--- src/rtl/s1_cell_arbiter.sv ---
// Round-robin arbiter and sequencer that time-shares one S1-type logic cell.
// Each grant runs IDLE -> ISSUE -> CAPTURE -> FLUSH and returns the cell value with a done pulse.
module s1_cell_arbiter #(
  parameter int N_REQ = 4,
  parameter int IDX_W = $clog2(N_REQ)
) (
  input  logic               clk,
  input  logic               clr,
  input  logic [N_REQ-1:0]   req,
  input  logic [4*N_REQ-1:0] req_lut,
  input  logic [3*N_REQ-1:0] req_sel,
  output logic [N_REQ-1:0]   gnt,
  output logic [N_REQ-1:0]   done,
  output logic               result,
  output logic               busy,
  output logic [3:0]         cell_d,
  output logic               cell_a0,
  output logic               cell_a1,
  output logic               cell_b1,
  output logic               cell_clr,
  input  logic               cell_out
);

  localparam logic [1:0] ST_IDLE    = 2'd0;
  localparam logic [1:0] ST_ISSUE   = 2'd1;
  localparam logic [1:0] ST_CAPTURE = 2'd2;
  localparam logic [1:0] ST_FLUSH   = 2'd3;

  localparam logic [N_REQ-1:0] ONE_HOT0 = {{(N_REQ-1){1'b0}}, 1'b1};

  logic [1:0]       state_reg;
  logic [IDX_W-1:0] rr_ptr_reg;
  logic [IDX_W-1:0] win_reg;
  logic [IDX_W-1:0] win_next;
  logic             any_req;
  logic [N_REQ-1:0] gnt_reg;
  logic [N_REQ-1:0] done_reg;
  logic             result_reg;
  logic             flush_q_reg;
  logic [3:0]       lut_reg;
  logic [2:0]       sel_reg;

  logic [3:0] lut_arr [N_REQ];
  logic [2:0] sel_arr [N_REQ];

  generate
    for (genvar gi = 0; gi < N_REQ; gi++) begin : g_unpack
      assign lut_arr[gi] = req_lut[4*gi +: 4];
      assign sel_arr[gi] = req_sel[3*gi +: 3];
    end
  endgenerate

  // (base + k) mod N_REQ, valid for base < N_REQ and k < N_REQ
  function automatic logic [IDX_W-1:0] wrap_idx(input logic [IDX_W-1:0] base, input int k);
    int s;
    s = int'(base) + k;
    if (s >= N_REQ) s = s - N_REQ;
    return s[IDX_W-1:0];
  endfunction

  // Scan downward so the lowest offset from rr_ptr wins the last assignment.
  always_comb begin
    win_next = '0;
    any_req  = 1'b0;
    for (int k = N_REQ - 1; k >= 0; k--) begin
      if (req[wrap_idx(rr_ptr_reg, k)]) begin
        win_next = wrap_idx(rr_ptr_reg, k);
        any_req  = 1'b1;
      end
    end
  end

  always_ff @(posedge clk or posedge clr) begin
    if (clr) begin
      state_reg   <= ST_IDLE;
      rr_ptr_reg  <= '0;
      win_reg     <= '0;
      gnt_reg     <= '0;
      done_reg    <= '0;
      result_reg  <= 1'b0;
      flush_q_reg <= 1'b0;
      lut_reg     <= '0;
      sel_reg     <= '0;
    end else begin
      case (state_reg)
        ST_IDLE: begin
          if (any_req) begin
            win_reg   <= win_next;
            lut_reg   <= lut_arr[win_next];
            sel_reg   <= sel_arr[win_next];
            gnt_reg   <= ONE_HOT0 << win_next;
            state_reg <= ST_ISSUE;
          end
        end
        ST_ISSUE: state_reg <= ST_CAPTURE;
        ST_CAPTURE: begin
          result_reg  <= cell_out;
          done_reg    <= ONE_HOT0 << win_reg;
          flush_q_reg <= 1'b1;
          state_reg   <= ST_FLUSH;
        end
        ST_FLUSH: begin
          done_reg    <= '0;
          gnt_reg     <= '0;
          flush_q_reg <= 1'b0;
          lut_reg     <= '0;
          sel_reg     <= '0;
          rr_ptr_reg  <= wrap_idx(win_reg, 1);
          state_reg   <= ST_IDLE;
        end
        default: state_reg <= ST_IDLE;
      endcase
    end
  end

  assign gnt      = gnt_reg;
  assign done     = done_reg;
  assign result   = result_reg;
  assign busy     = (state_reg != ST_IDLE);
  assign cell_d   = lut_reg;
  assign cell_a0  = sel_reg[0];
  assign cell_a1  = sel_reg[1];
  assign cell_b1  = sel_reg[2];
  assign cell_clr = clr | flush_q_reg;

endmodule

--- config.mk ---
export PLATFORM = sky130hd
export DESIGN_NAME = s1_cell_arbiter
export DESIGN_NICKNAME = d
export VERILOG_FILES = /design/src/rtl/s1_cell_arbiter.sv
export SDC_FILE = /design/constraint.sdc
export NUM_CORES = 1
export LEC_CHECK = 0
export ABC_AREA = 1
export CAP_MARGIN = 0
export CORE_MARGIN = 4
export CORE_UTILIZATION = 49
export DETAILED_ROUTE_END_ITERATION = 12
export GPL_TIMING_DRIVEN = 0
export PLACE_DENSITY = 0.82
export SYNTH_ARGS = -nofsm -noshare
export SYNTH_HDL_FRONTEND = slang
export SYNTH_SLANG_ARGS = --single-unit
--- constraint.sdc ---
create_clock -name clk -period 3.06 [get_ports clk]
set_clock_uncertainty 0.1 [all_clocks]
set_input_delay 0.612 -clock clk [delete_from_list [all_inputs] [get_ports clk]]
set_output_delay 0.612 -clock clk [all_outputs]
set_load 0.005 [all_outputs]
==> results of run 1 <==
[logic make-up (layout without fill, tap and decap cells)]
| kind of cell | count (synthesis) | after routing | share of synthesized area, % |
|---|---|---|---|
| AND/OR/NAND/NOR | 148 | 148 | 42.5 |
| XOR/XNOR | 1 | 1 | 0.554 |
| buffers and inverters | 28 | 85 | 9.18 |
| flip-flops | 23 | 23 | 36.4 |
| adder cells (fa/ha/maj) | 8 | 8 | 6.33 |
| AO/OA/AOI/OAI | 13 | 13 | 5.06 |
[final cells by class]
class	count	area (sq um)
inverter	21	82.6
sequential	23	576
buffer	7	66.3
timing repair inverter	1	5.00
fill	261	882
timing repair buffer	52	520
clock inverter	1	7.51
multi-input combinational	170	861
tap	44	55.1
clock buffer	3	22.5
[worst reg2reg max path, cell delays in order, from the launching register on]
cell	delay, ns
dfrtp_1	0.42
buf_6	0.15
o21ai_1	0.19
nand2_1	0.07
nand3_1	0.10
nand3_1	0.12
a21oi_4	0.32
inv_2	0.18
nand2_1	0.10
nand2_1	0.06
nand2_1	0.05
nand2_1	0.05
[per-stage QoR]
step                std cells  total power, uW  hold WS (ns)  instance area, sq um
finish                    322             2240         0.390                  2200
detailed placement        317             2090         0.360                  2160
CTS                       321             2250         0.397                  2190
global placement          317             2060         0.354                  2160
global route              322             2470         0.422                  2200
floorplan                 221             1640         0.365                  1580
[what timing repair did]
| item | CTS | global route |
|---|---|---|
| setup endpoints to repair | 0 | 1 |
| gates resized for setup | 0 | 1 |
| setup buffers | 0 | 0 |
[layer usage]
metal | vias to the layer above | wire (um)
li1 | 812 | -
met1 | 701 | 1770
met2 | 41 | 1880
met3 | 10 | 135
met4 | 0 | 95
met5 | - | 0
[layout by cell type (no fill, tap or decap)]
cell type	n
buf_2	1
ha_1	8
nand3b_4	1
or2_4	1
clkinvlp_2	1
clkdlybuf4s50_1	52
nand3_4	1
nand2_1	106
o21ai_1	3
nand2_2	2
clkinvlp_4	2
o21ai_0	6
a21oi_1	2
buf_12	1
nand2_8	1
nand3_2	2
nor2_1	1
dfrtp_1	23
nand3_1	32
clkbuf_1	1
inv_1	14
inv_2	6
buf_6	2
buf_4	2
nand2_4	1
o21ai_2	1
clkbuf_4	3
xnor2_1	1
a21oi_4	1
[worst max path at each step]
stage                     start  endpoint  slack [ns]  cells past startpoint
after floorplan             clr  cell_clr        1.09                      2
after global routing        clr  cell_clr        0.05                      4
final                       clr  cell_clr        0.18                      4
after global placement      clr  cell_clr        0.06                      4
after detailed placement    clr  cell_clr        0.02                      4
after CTS                   clr  cell_clr        0.04                      4
[power breakdown]
| part | leakage [uW] | total [uW] | internal [uW] | switching [uW] |
|---|---|---|---|---|
| Clock | 0.0000139 | 148 | 49.9 | 98.3 |
| Sequential | 0.000299 | 499 | 423 | 75.5 |
| Combinational | 0.000838 | 1590 | 669 | 924 |
==> metrics.yaml, run 1 <==
outcome: "finished, final reports clean"
synth_most_common_cell: "nand2_1"
drv_cap: 0
netlist_top_cells_area: "dfrtp_1 36%, nand2_1 25%, nand3_1 10%"
grt-ovfl-total: 0
cts_hold_buf: 0
start_kind: "input port"
synth_edf_count: 0
hold_start: "gnt[1]"
synth_common_cells: "106 x nand2_1, 32 x nand3_1, 23 x dfrtp_1"
gr-max-usage-layer: "met2"
hold_class: "flop to flop"
wl_per_cell_um: 12.0
power.density_nw_per_um2: 1020
worstMarginPinSlew_ns: 0.592
maxSlewHeadroom_pct: 60.3
gp_congestion: 0.850
crit_arrival_ns: 2.17
path_clk_slew_ns: 0.13
grt_max_degree: 25
fmax_mhz: 347
nets: 322
drc: 0
crit_chain: "clkdlybuf4s50_1 -> clkinvlp_4 -> nand2_1 -> clkdlybuf4s50_1"
syn-num-nets: 264
end_kind: "output port"
finalSetupViolCount: 0
drtIter0Drc: 66
synth_area_leader_cell: "dfrtp_1"
first_pass_iters: 4
grtUsageMet2_pct: 29.2
hpwl_mm: 2.92
slew_viol_final: 0
crit_path_max_fanout: 12
hold_violations: 0
rrSetupSlack_ns: 1.05
cp.required_ns: 2.35
r2r_start: "rr_ptr_reg[0]"
drt_wl_total_mm: 3.88
critPathBufInv: 3
reg2reg_depth: 11
leakage_uw: 0.00115
cp_top_family: "buffers and inverters"
grt_antenna_before_repair: 0
coreArea_sq_um: 3080
die_area_sq_um: 4200
clk_path_buf_depth: 2
grt_pass1_wl_mm: 6.16
crit_top_cell: "clkdlybuf4s50_1"
yosys_warnings: 0
rsz0062_at_grt: "false"
post-route-period-util_pct: 94.1
cp_slowest_cell: "clkdlybuf4s50_1"
cts_tree: "yes"
crit_type: "input port to output port"
utilization_pct: 71.3
post-place-ws_ns: 0.0229
ys.flop_type: "dfrtp_1"
synth-seq-cells: 23
htree_levels: 1
insertion_delay_ns: 0.32
met1_usage_pct: 25.1
worst_slack_ns: 0.181
r2r-end: "sel_reg[1]"
drtAntennaViolNets: 0
pin_count: 53
rows: 20
die_x_um: 64.8
numCtsBuffers: 3
syn-cell-area_sq_um: 1580
initial_utilization_pct: 51.4
via_per_inst: 4.86
grt_usage_pct: 18.4
cts_root_buffer: "clkbuf_4"
vdd_drop_max_mv: 0.564
drive_above_1_share_pct: 10.4
synth_area_per_cell_sq_um: 7.16
fin_tns_setup_ns: 0
hold_path_depth: 2
synth_seq_area_share_pct: 36.4
grt_pass1_vias: 1434
ys_async_sr_fraction_pct: 100
dieHeight_um: 64.8
area_growth_pct: 38.8
cts_sinks: 23
holdPathEnd: "gnt[1]"
slowest_delay_ns: 0.57
antenna_cells: 0
port_buffers: 52
yosysTopAreaCellShare_pct: 36.4
ys_types: 25
use_met3_pct: 2.25
synthCells: 221
period_needed_ns: 2.88
vias: 1564
Note: power is estimated with default switching activity, not from simulation.
==> inputs of run 2 (changes only) <==
Settings changed: GPL_ROUTABILITY_DRIVEN set to 0.
==> results of run 2 <==
No change in the layout: final DEF, timing and power equal those of run 1.
